==> src/rtl/dmem_arbiter.sv <==
// Two-port round-robin arbiter and sequencer for the single-port data BRAM.
// Port 0 is the processor load/store path, port 1 the loader/debug master.
// Each access takes an ACCESS cycle (BRAM enabled) and a RESP cycle (BRAM
// output valid). The completion pulse and read data come from registers.
module dmem_arbiter #(
    parameter int ADDR_W = 4,
    parameter int DATA_W = 32
) (
    input  logic              clk,
    input  logic              rst,
    input  logic              req0,
    input  logic              we0,
    input  logic [ADDR_W-1:0] addr0,
    input  logic [DATA_W-1:0] wdata0,
    output logic              gnt0,
    output logic              done0,
    output logic [DATA_W-1:0] rdata0,
    input  logic              req1,
    input  logic              we1,
    input  logic [ADDR_W-1:0] addr1,
    input  logic [DATA_W-1:0] wdata1,
    output logic              gnt1,
    output logic              done1,
    output logic [DATA_W-1:0] rdata1,
    output logic              mem_en,
    output logic              mem_we,
    output logic [ADDR_W-1:0] mem_addr,
    output logic [DATA_W-1:0] mem_din,
    input  logic [DATA_W-1:0] mem_dout
);

    typedef enum logic [1:0] {
        ST_IDLE   = 2'd0,
        ST_ACCESS = 2'd1,
        ST_RESP   = 2'd2
    } state_t;

    state_t            state_r;
    state_t            state_nxt_s;
    logic              owner_r;
    logic              last_r;
    logic              acc_we_r;
    logic              any_req_s;
    logic              grant_s;
    logic              finish_s;
    logic              win_s;
    logic              sel_we_s;
    logic [ADDR_W-1:0] sel_addr_s;
    logic [DATA_W-1:0] sel_din_s;

    logic              gnt0_r;
    logic              gnt1_r;
    logic              done0_r;
    logic              done1_r;
    logic [DATA_W-1:0] rdata0_r;
    logic [DATA_W-1:0] rdata1_r;
    logic              mem_en_r;
    logic              mem_we_r;
    logic [ADDR_W-1:0] mem_addr_r;
    logic [DATA_W-1:0] mem_din_r;

    assign gnt0     = gnt0_r;
    assign gnt1     = gnt1_r;
    assign done0    = done0_r;
    assign done1    = done1_r;
    assign rdata0   = rdata0_r;
    assign rdata1   = rdata1_r;
    assign mem_en   = mem_en_r;
    assign mem_we   = mem_we_r;
    assign mem_addr = mem_addr_r;
    assign mem_din  = mem_din_r;

    // State register: reset returns the sequencer to IDLE, aborting any access.
    always_ff @(posedge clk) begin
        if (!rst) begin
            state_r <= ST_IDLE;
        end else begin
            state_r <= state_nxt_s;
        end
    end

    // Next-state logic: requests are only looked at in IDLE and RESP.
    always_comb begin
        any_req_s   = req0 | req1;
        state_nxt_s = ST_IDLE;
        case (state_r)
            ST_IDLE: begin
                if (any_req_s) begin
                    state_nxt_s = ST_ACCESS;
                end else begin
                    state_nxt_s = ST_IDLE;
                end
            end
            ST_ACCESS: begin
                state_nxt_s = ST_RESP;
            end
            ST_RESP: begin
                if (any_req_s) begin
                    state_nxt_s = ST_ACCESS;
                end else begin
                    state_nxt_s = ST_IDLE;
                end
            end
            default: begin
                state_nxt_s = ST_IDLE;
            end
        endcase
    end

    // Output decode: grant/finish strobes, round-robin winner and its request.
    always_comb begin
        grant_s  = (state_nxt_s == ST_ACCESS);
        finish_s = (state_r == ST_RESP);
        if (req0 && req1) begin
            win_s = ~last_r;
        end else if (req1) begin
            win_s = 1'b1;
        end else begin
            win_s = 1'b0;
        end
        if (win_s) begin
            sel_we_s   = we1;
            sel_addr_s = addr1;
            sel_din_s  = wdata1;
        end else begin
            sel_we_s   = we0;
            sel_addr_s = addr0;
            sel_din_s  = wdata0;
        end
    end

    // Registered outputs: BRAM command on grant, done/rdata on leaving RESP.
    always_ff @(posedge clk) begin
        if (!rst) begin
            owner_r    <= 1'b0;
            last_r     <= 1'b1;
            acc_we_r   <= 1'b0;
            gnt0_r     <= 1'b0;
            gnt1_r     <= 1'b0;
            done0_r    <= 1'b0;
            done1_r    <= 1'b0;
            rdata0_r   <= {DATA_W{1'b0}};
            rdata1_r   <= {DATA_W{1'b0}};
            mem_en_r   <= 1'b0;
            mem_we_r   <= 1'b0;
            mem_addr_r <= {ADDR_W{1'b0}};
            mem_din_r  <= {DATA_W{1'b0}};
        end else begin
            gnt0_r   <= grant_s & ~win_s;
            gnt1_r   <= grant_s & win_s;
            mem_en_r <= grant_s;
            mem_we_r <= grant_s & sel_we_s;
            if (grant_s) begin
                owner_r    <= win_s;
                last_r     <= win_s;
                acc_we_r   <= sel_we_s;
                mem_addr_r <= sel_addr_s;
                mem_din_r  <= sel_din_s;
            end else begin
                owner_r    <= owner_r;
                last_r     <= last_r;
                acc_we_r   <= acc_we_r;
                mem_addr_r <= mem_addr_r;
                mem_din_r  <= mem_din_r;
            end
            // owner_r still names the finishing access here; the new owner
            // written above only takes effect after this edge.
            done0_r <= finish_s & ~owner_r;
            done1_r <= finish_s & owner_r;
            if (finish_s && !acc_we_r && !owner_r) begin
                rdata0_r <= mem_dout;
            end else begin
                rdata0_r <= rdata0_r;
            end
            if (finish_s && !acc_we_r && owner_r) begin
                rdata1_r <= mem_dout;
            end else begin
                rdata1_r <= rdata1_r;
            end
        end
    end

endmodule
==> config.mk <==
export PLATFORM = sky130hd
export DESIGN_NAME = dmem_arbiter
export DESIGN_NICKNAME = d
export VERILOG_FILES = /design/src/rtl/dmem_arbiter.sv
export SDC_FILE = /design/constraint.sdc
export NUM_CORES = 1
export LEC_CHECK = 0
export ABC_CLOCK_PERIOD_IN_PS = 1800
export BUFFER_PORTS_ARGS = -buffer_cell sky130_fd_sc_hd__buf_4
export CORE_ASPECT_RATIO = 1.4
export CORE_MARGIN = 2
export CORE_UTILIZATION = 30
export DETAILED_ROUTE_END_ITERATION = 6
export HOLD_SLACK_MARGIN = 0.15
export PLACE_DENSITY = 0.65
export SYNTH_ARGS = -nofsm -noshare
export SYNTH_HDL_FRONTEND = slang
export SYNTH_SLANG_ARGS = --single-unit
==> constraint.sdc <==
create_clock -name clk -period 1.8 [get_ports clk]
set_input_delay 0.09 -clock clk [delete_from_list [all_inputs] [get_ports clk]]
set_output_delay 0.09 -clock clk [all_outputs]
set_load 0.05 [all_outputs]
==> Yosys cells after proc, flatten, opt, wreduce, memory -nomap -nowiden <==
Index checks and enable logic that the tools add are counted.
W data, S select, Z words.
{ "totals": {"output_inout_bits": 106, "register_bits": 111, "in_bits": 110} }
{ "classes": {"n_bitwise": 9, "reduce_logical": 8, "n_eq_ne": 3, "n_mux": 7} }
{ "ops": {"columns": ["cell", "n"], "rows": [
  ["$mux W32", 1],
  ["$and A1 B1 Y1", 5],
  ["$eq A2 B1 Y1 const B", 2],
  ["$logic_and A1 B1 Y1", 4],
  ["$mux W1", 4],
  ["$mux W4", 1],
  ["$pmux W2 S2", 1],
  ["$not A1 Y1", 3],
  ["$eq A2 B2 Y1 const B", 1],
  ["$logic_not A1 Y1", 2],
  ["$logic_not A2 Y1", 1],
  ["$reduce_or A2 Y1", 1],
  ["$or A1 B1 Y1", 1]
]} }

==> Longest topological paths before layout <==
Gate-level depths: netlist of run 1.
{ "logic_depth": {"ltp_word": 5, "ltp_mapped": 6, "ltp_nobuf": 3} }

==> Least setup slack after synthesis of run 1 <==
No wires, ideal clock.
{ "synth_timing": {"path_kind": "register to register", "startpoint": "reg acc_we_r", "endpoint": "reg rdata0_r[0], in the netlist rdata0[0]", "slack_ns": 0.432, "stages_incl_launch_ff": 6, "setup_time_ns": 0.116, "path_buffers": 2, "arrival_ns": 1.251, "cell_sequence": "dfxtp_1 or4b_1 buf_4 buf_6 nand3_1 o21ai_2"} }
{ "synth_via": {"elab_chain_len": 3} }
{ "synth_lines": {"columns": ["item", "line_no", "text"], "rows": [
  ["start: declaration", "42", "logic acc_we_r;"],
  ["start signal: assignment", "156", "acc_we_r <= sel_we_s;"],
  ["start signal: assignment", "162", "acc_we_r <= acc_we_r;"],
  ["$logic_not A1 Y1", "170", "if (finish_s && !acc_we_r && !owner_r) begin"],
  ["$logic_and A1 B1 Y1 (2 in series)", "170", null],
  ["end signal: assignment", "142", "rdata0_r <= {DATA_W{1'b0}};"],
  ["end signal: assignment", "171", "rdata0_r <= mem_dout;"],
  ["end signal: assignment", "173", "rdata0_r <= rdata0_r;"],
  ["end: declaration", "55", "logic [DATA_W-1:0] rdata0_r;"]
]} }
No other way between the ends.
A chain may end at the register's enable or synchronous reset.

==> Worst setup path after layout of run 1 <==
{ "layout_timing": {"startpoint": "reg state_r[0]", "endpoint": "reg mem_din_r[31], in the netlist mem_din[31]"} }
{ "layout_via": {"elab_chain_len": 4} }
{ "layout_lines": {"columns": ["item", "line_no", "text"], "rows": [
  ["start: declaration", "38", "state_t state_r;"],
  ["start signal: assignment", "78", "state_r <= state_nxt_s;"],
  ["$eq A2 B2 Y1 / $logic_not A2 Y1 (equally long branches)", "86", "case (state_r)"],
  ["$reduce_or A2 Y1 (no line)", null, null],
  ["$pmux W2 S2 (*)", "86", null],
  ["$eq A2 B1 Y1 (*)", "112", "grant_s = (state_nxt_s == ST_ACCESS);"],
  ["end signal: assignment", "147", "mem_din_r <= {DATA_W{1'b0}};"],
  ["end signal: assignment", "158", "mem_din_r <= sel_din_s;"],
  ["end signal: assignment", "164", "mem_din_r <= mem_din_r;"],
  ["end: declaration", "60", "logic [DATA_W-1:0] mem_din_r;"]
]} }
Every way passes the cells marked *; elsewhere a longest branch is shown, timed or not.

==> impl_metrics.ini, run 1 <==
[power]
power.leakage_nw = 3.21
vdd_drop_max_v = 0.000422
pwr-share-clk = 0.327
p_switching_w = 0.00179
p_sw_frac = 0.304
p_int_w = 0.00411
p_comb_frac = 0.224
p_per_area_nw_per_um2 = 801
pwr-share-seq = 0.450
total_power_w = 0.00590

[sta]
tns_ns = 0
hold_slack_ns = 0.169
drv_slew = 0
worst_pin_slew_ns = 0.522
worst_clock_skew_ns = 0.00857
rsz0062_at_grt = false
relSlewSlack = 0.652
setup_viol = 0
layout_min_cycle_time_ns = 1.64
period_share = 0.910
hold_viol = 0
fmax_mhz = 610

[clocking]
cts_resized = 0
cts_tree = built
clock-sinks = 111
cts_max_level = 3
clockBufferDepth = 2
cts_root_buffer = clkbuf_16
numCtsBuffers = 9
clk_pin_slew_ns = 0.07
clock_latency_ns = 0.35

[worst_hold_path]
hold_path_startpoint = wdata0[6]
min_delay_path_depth = 4
hp-class = input pin to flop
holdPathEnd = mem_din[6]

[critical_path]
crit_required_ns = 2.03
cp_max_fo = 41
reg2reg_slack_ns = 0.16
reg2reg_to = mem_din[31]
rr_worst_depth = 4
rr_startpoint = state_r[0]
worstPathArrival_ns = 1.87
cp-end-kind = flop
cp-start-kind = flop
path_class = flop to flop

[logic_synthesis]
synth_seq_cells = 111
avgSynthCellArea_sq_um = 9.01
synth_cell_types = 24
syn-num-nets = 594
yosys_warnings = 0
syn-cell-area_sq_um = 4360
syn_inst = 484
seq_area_frac_synth = 0.510

[final_layout]
layout_commonest_cell = buf_4
fin_cells = 965
mostFrequentLayoutCells = 218 x buf_4, 111 x dfxtp_1, 103 x dlygate4sd3_1
num_antenna_cells = 0
drive_above_1_share = 0.356
nets = 881
synthToLayoutAreaGrowth_pct = 69.0
stdcell_area_sq_um = 7370

[route]
via_count = 4677
antenna_left = 0
wl_mm = 13.9
avgRoutedWirePerCell_microns = 14.4
dr.pass1.iters = 5
vias_per_cell = 4.85
drt_first_iter_violations = 216
drc = 0

[global_routing]
grt_pass1_vias = 4614
grt_max_degree = 131
grt_overflow = 0
antenna_found_initial = 0
grt_pass1_wl_mm = 22.3
grt_use_total = 0.176

[place]
dp_hpwl_mm = 8.98
gp_congestion = 0.764
placed_cell_area_sq_um = 6050
placed_cells = 846
io_buffer_count = 215

[die]
placementRows = 52
pin_count = 216
die-area_sq_um = 15500
die_y_microns = 147
dieWidth_microns = 106
start_util = 0.305
core-area_sq_um = 14300

[run_status]
status = completed

[job]
cap_violations = 0
[final cells by class]
| cell class | instances | area, sq um |
|---|---|---|
| Clock buffer | 9 | 225 |
| Clock inverter | 7 | 60.1 |
| Fill cell | 1244 | 6950 |
| Inverter | 2 | 7.51 |
| Multi-Input combinational cell | 321 | 1850 |
| Sequential cell | 111 | 2220 |
| Tap cell | 189 | 236 |
| Timing Repair Buffer | 326 | 2770 |
[how the worst max path moves through the flow]
| stage | startpoint | end | cells after the start |
|---|---|---|---|
| after CTS | state_r[0] | acc_we_r | 4 |
| after global placement | state_r[0] | acc_we_r | 4 |
| final | state_r[0] | mem_din[31] | 4 |
| after floorplan | acc_we_r | rdata0[0] | 5 |
| after detailed placement | state_r[0] | mem_addr[2] | 4 |
| after global routing | state_r[0] | mem_din[23] | 4 |
[state kept, by name, indices dropped and copies added (netlist names)]
name	count
mem_din	32
rdata0	32
rdata1	32
mem_addr	4
state_r	2
acc_we_r	1
done0	1
done1	1
gnt0	1
gnt1	1
last_r	1
mem_en	1
mem_we	1
owner_r	1
[power by group through the flow]
stage	clock network (W)	logic (W)	registers, W
2_1_floorplan	0	0.000326	0.00307
3_3_place_gp	0	0.00111	0.00270
4_1_cts	0.00201	0.00131	0.00265
5_1_grt	0.00210	0.00140	0.00266
3_5_place_dp	0	0.00113	0.00270
6_report	0.00193	0.00132	0.00265
[cells by family after synthesis]
kind of cell           synth area share
AO/OA/AOI/OAI                     0.199
flip-flops                        0.510
AND/OR/NAND/NOR                   0.220
buffers and inverters            0.0715
[per-stage QoR]
step	setup slack [ns]	util
after floorplan	0.432	-
after global placement	0.253	0.423
after detailed placement	0.207	0.423
after CTS	0.196	0.515
after global routing	0.0646	0.515
final	0.161	0.515
[Yosys cell counts, drive strengths merged]
master | count | share of area
and4b | 1 | 0.0023
o21ai | 65 | 0.10
o311ai | 1 | 0.0020
buf | 34 | 0.056
nand2b | 1 | 0.0014
nor2 | 4 | 0.0034
a211oi | 1 | 0.0046
clkbuf | 16 | 0.014
nor4bb | 1 | 0.0023
a21o | 2 | 0.0034
nand2 | 102 | 0.088
dfxtp | 111 | 0.51
nand3 | 64 | 0.073
nor3 | 38 | 0.044
or4b | 1 | 0.0023
nor3b | 1 | 0.0017
a221o | 37 | 0.085
inv | 2 | 0.0017
nor2b | 1 | 0.0014
o21a | 1 | 0.0017
[critical path: stages, from the launching register on]
cell and delay [ns]:
dfxtp_1 0.48, nand2b_2 0.22, buf_4 0.40, nor3_1 0.12, a221o_1 0.28
[per-layer routing]
metal | track usage | part of all wire
met5 | 0 | 0
met4 | 0.0717 | 0.027
met3 | 0.0433 | 0.079
met2 | 0.293 | 0.47
met1 | 0.216 | 0.43
[timing repair]
item | CTS | global route
setup endpoints to repair | 0 | 0
setup buffers | 0 | 0
hold buffers | 103 | 0
hold endpoints to repair | 107 | 0
Power figures use the tool's default switching activity.
==> run 2: changes to the inputs <==
- CELL_PAD_IN_SITES_DETAIL_PLACEMENT: not set -> 1
- CELL_PAD_IN_SITES_GLOBAL_PLACEMENT: not set -> 1
- CORE_UTILIZATION: 30 -> 32
- PLACE_DENSITY: 0.65 -> 0.88
- SKIP_LAST_GASP: not set -> 1
==> run 2 against run 1 <==
Compared with the run above: cell area decreased by 0.93%; non-clock buffer count decreased by 11; final cell count decreased by 1.8%; highest routed layer unchanged.
==> impl_metrics.ini, run 2 (synthesized netlist as in run 1, its figures left out) <==
[die]
core-area_sq_um = 13300
placementRows = 50
dieWidth_microns = 103
die_y_microns = 142
die-area_sq_um = 14600
pin_count = 216
start_util = 0.327

[route]
drt_first_iter_violations = 120
avgRoutedWirePerCell_microns = 18.8
via_count = 4785
drc = 0
vias_per_cell = 5.05
wl_mm = 17.8
antenna_left = 0
dr.pass1.iters = 6

[critical_path]
crit_buf_inv = 1
reg2reg_slack_ns = 0.28
crit_cells = 4
cp_max_fo = 64
cp-end-kind = flop
max_stage_delay_ns = 0.56
cp_slowest_cell = or4b_4
crit_start = acc_we_r
worstPathArrival_ns = 1.75
path_class = flop to flop
rr_startpoint = acc_we_r
path_cells = or4b_4, buf_12, nand3_1, o21ai_2
crit_required_ns = 2.03
cp-start-kind = flop
critPathTopFamily = simple AND/OR/NAND/NOR gates
cp-endpoint = rdata0[1]
rr_worst_depth = 4
reg2reg_to = rdata0[1]

[sta]
rsz0062_at_grt = false
drv_slew = 0
setup_viol = 0
worst_clock_skew_ns = 0.00901
fmax_mhz = 658
tns_ns = 0
hold_viol = 0
layout_min_cycle_time_ns = 1.52
period_share = 0.844
worst_pin_slew_ns = 0.514
relSlewSlack = 0.657

[clocking]
clk_pin_slew_ns = 0.08
cts_root_buffer = clkbuf_16
post-cts-setup-buffers = 0
cts_resized = 0
clock-sinks = 111
postCtsHoldBufs = 91
numCtsBuffers = 9
cts_tree = built
clockBufferDepth = 2
clock_latency_ns = 0.34
cts_max_level = 3

[power]
p_int_w = 0.00437
p_comb_frac = 0.218
vdd_drop_max_v = 0.000370
total_power_w = 0.00622
pwr-share-clk = 0.355
p_switching_w = 0.00185
p_sw_frac = 0.297
p_per_area_nw_per_um2 = 852
pwr-share-seq = 0.427
power.leakage_nw = 3.20

[place]
io_buffer_count = 215
dp_hpwl_mm = 10.5
placed_cell_area_sq_um = 6060
gp_congestion = 0.794

[global_routing]
grt_use_total = 0.242
grt_overflow = 0
grt_pass1_wl_mm = 27.7
antenna_found_initial = 0
grt_max_degree = 129
grt_pass1_vias = 5267

[final_layout]
layout_commonest_cell = buf_4
drive_above_1_share = 0.361
stdcell_area_sq_um = 7300
nets = 870
mostFrequentLayoutCells = 218 x buf_4, 111 x dfxtp_1, 102 x nand2_1
synthToLayoutAreaGrowth_pct = 67.5

[run_status]
status = completed

[worst_hold_path]
hp-class = input pin to flop

[job]
cap_violations = 0
## run 2: cell count changes in the layout (fill, tap and decap cells not counted), sizes merged
cell	previous run	this run
diode	0	1
bufinv	0	2
clkinvlp	1	0
inv	7	6
buf	223	224
dlygate4sd3	103	91
## run 2: worst min-delay path by stage
| stage | start | to | slack (ns) | cells after the start |
|---|---|---|---|---|
| final | wdata0[0] | mem_din[0] | 0.15 | 4 |
| after detailed placement | we1 | mem_we | 0.32 | 2 |
| after CTS | wdata0[28] | mem_din[28] | 0.15 | 4 |
| after global routing | wdata0[30] | mem_din[30] | 0.18 | 4 |
| after floorplan | we1 | mem_we | 0.20 | 1 |
| after global placement | wdata1[14] | mem_din[14] | 0.31 | 2 |
## run 2: through the flow
stage | setup WS (ns) | utilization | instances | hold WS, ns
finish | 0.281 | 0.548 | 948 | 0.155
global route | 0.202 | 0.548 | 947 | 0.179
CTS | 0.282 | 0.548 | 947 | 0.151
detailed placement | 0.294 | 0.455 | 840 | 0.317
global placement | 0.363 | 0.455 | 840 | 0.314
floorplan | 0.432 | - | 484 | 0.200
## run 2: cell type report
type	instances	area (sq um)
clock buffer	9	225
antenna	1	2.50
clock inverter	7	100
multi-input combinational	321	1850
tap	182	228
sequential	111	2220
inverter	2	7.51
timing repair buffer	315	2670
fill	1497	6030
## run 2: metal layers
layer	GRT usage	up-vias	routed length [microns]
met1	0.274	2280	7040
met2	0.429	206	9080
li1	-	2267	-
met5	0	-	0
met4	0.0905	0	416
met3	0.0624	32	1290
## run 2: worst register-to-register path, delay by kind of cell, from the launching register on
kind / cells / cell delay (ns)
DFF: 1 / 0.36
AOI/OAI and AO/OA: 1 / 0.08
and+or+nand+nor: 2 / 0.73
buffers and inverters: 1 / 0.23
## run 2: power by group through the flow
| stage | Combinational (W) | Sequential, W | Clock, W |
|---|---|---|---|
| after floorplan | 0.000326 | 0.00307 | 0 |
| after global placement | 0.00112 | 0.00270 | 0 |
| after detailed placement | 0.00116 | 0.00270 | 0 |
| after CTS | 0.00132 | 0.00265 | 0.00225 |
| after global routing | 0.00142 | 0.00267 | 0.00237 |
| final | 0.00135 | 0.00266 | 0.00221 |
==> run 3: changes to the inputs <==
- ABC_CLOCK_PERIOD_IN_PS: 1800 -> 1400
- clock period: 1.8 -> 1.4 ns (I/O delays scaled with it)
==> run 3 against run 2 <==
Compared with the run above: the flow now finishes with violations (setup timing); clock skew grew 0.0030 ns; total power up 25%; sequential share of layout area is 1.1 points lower; global-route usage rose by 1.6 points; combinational power grew 35%; critical path type unchanged; cell area rose by 3.9%; critical endpoint is now rdata1[11]; hold slack improved by 0.0051 ns.
==> impl_metrics.ini, run 3 (synthesized netlist as in run 1, its figures left out) <==
[global_routing]
grt_max_degree = 132
grt_overflow = 0
grt_pass1_wl_mm = 28.8
grt_use_total = 0.258
grt_pass1_vias = 5422
antenna_found_initial = 0

[clocking]
cts_root_buffer = clkbuf_16
clock_latency_ns = 0.35
clockBufferDepth = 2
cts_tree = built
cts_max_level = 3
clock-sinks = 111
clk_pin_slew_ns = 0.09
numCtsBuffers = 9

[run_status]
status = finished, violations left
violations = setup timing

[sta]
rsz0062_at_grt = true
setup_viol = 49
layout_min_cycle_time_ns = 1.51
worst_pin_slew_ns = 0.517
hold_viol = 0
relSlewSlack = 0.655
worst_clock_skew_ns = 0.0120
fmax_mhz = 663
worst_slack_ns = -0.108
drv_slew = 0
hold_slack_ns = 0.160
period_share = 1.08

[final_layout]
num_antenna_cells = 0
stdcell_area_sq_um = 7580
seqCellArea_sq_um = 2230
final_util = 0.569
mostFrequentLayoutCells = 219 x buf_4, 108 x dfxtp_1, 102 x nand2_1
synthToLayoutAreaGrowth_pct = 74.0
nets = 886
multi_input_area_sq_um = 1890
fill_cells = 1454
drive_above_1_share = 0.385
layout_commonest_cell = buf_4

[die]
placementRows = 50
dieWidth_microns = 103
pin_count = 216
start_util = 0.327
core-area_sq_um = 13300
die_y_microns = 142
die-area_sq_um = 14600

[critical_path]
rr_worst_depth = 7
cp_max_fo = 8
path_class = flop to flop
worstPathArrival_ns = 1.78
cp-start-kind = flop
crit_required_ns = 1.67
cp-end-kind = flop

[place]
gp_congestion = 0.756
dp_hpwl_mm = 10.6
placed_cell_area_sq_um = 6090
io_buffer_count = 215

[route]
wl_mm = 20.4
avgRoutedWirePerCell_microns = 21.2
drt_first_iter_violations = 165
via_count = 5029
dr.pass1.iters = 4
antenna_left = 0
drc = 0
vias_per_cell = 5.22

[worst_hold_path]
hp-class = input pin to flop
min_delay_path_depth = 4

[job]
cap_violations = 0

[power]
power.leakage_nw = 3.33
p_per_area_nw_per_um2 = 1030
vdd_drop_max_v = 0.000553
## run 3: cell types whose count changed in the layout (fill, tap and decap cells not counted), sizes merged
| cell | delta |
|---|---|
| buf | +10 |
| clkbuf | +3 |
| clkinvlp | +2 |
| diode | -1 |
| dlygate4sd3 | +3 |
| bufinv | -2 |
## run 3: where the power goes
part	switching (W)	leakage, nW	total, W	internal (W)
clock network	0.00129	0.136	0.00255	0.00125
logic	0.00105	2.29	0.00182	0.000765
registers	0.000107	0.906	0.00342	0.00331
## run 3: layout make-up
cell class | count | share of cell area
timing repair buffer | 331 | 0.388
sequential | 111 | 0.293
multi-input combinational | 321 | 0.249
tap | 182 | 0.0300
clock buffer | 9 | 0.0297
clock inverter | 7 | 0.00841
inverter | 2 | 0.000990
## run 3: path summary, 6_finish.rpt
check        startpoint     endpoint  slack (ns)
max reg2reg    acc_we_r   rdata1[11]       -0.11
max            acc_we_r   rdata1[11]       -0.11
min reg2reg   rdata1[3]    rdata1[3]        0.46
min          wdata0[30]  mem_din[30]        0.16
## run 3: stage by stage
stage / std cells / total power (W) / setup slack, ns / setup TNS, ns
after CTS: 957 / 0.00773 / -0.0312 / -0.432
final: 963 / 0.00778 / -0.108 / -1.65
after global routing: 963 / 0.00806 / -0.161 / -4.11
after global placement: 842 / 0.00492 / -0.00899 / -0.0903
after floorplan: 484 / 0.00436 / 0.0324 / 0
after detailed placement: 842 / 0.00498 / -0.0978 / -4.50
## run 3: routing by layer
layer / track usage / part of all wire / vias to the layer above
li1: - / - / 2303
met1: 0.288 / 0.37 / 2418
met2: 0.465 / 0.53 / 254
met3: 0.0624 / 0.071 / 54
met4: 0.0947 / 0.033 / 0
met5: 0 / 0 / -
## run 3: what timing repair did
item,in CTS,in global routing
gates resized for setup,6,46
setup buffers,2,3
endpoints found under the hold margin,106,0
endpoints found under the setup margin,74,64
cloned,3,4
hold buffers,94,0
pin swaps,1,3
## run 3: critical path, cell delays in order (launching register included)
cell      delay (ns)
dfxtp_2         0.33
buf_6           0.12
nor4bb_4        0.29
buf_6           0.18
buf_12          0.12
buf_16          0.13
nand3_1         0.12
o21ai_1         0.15
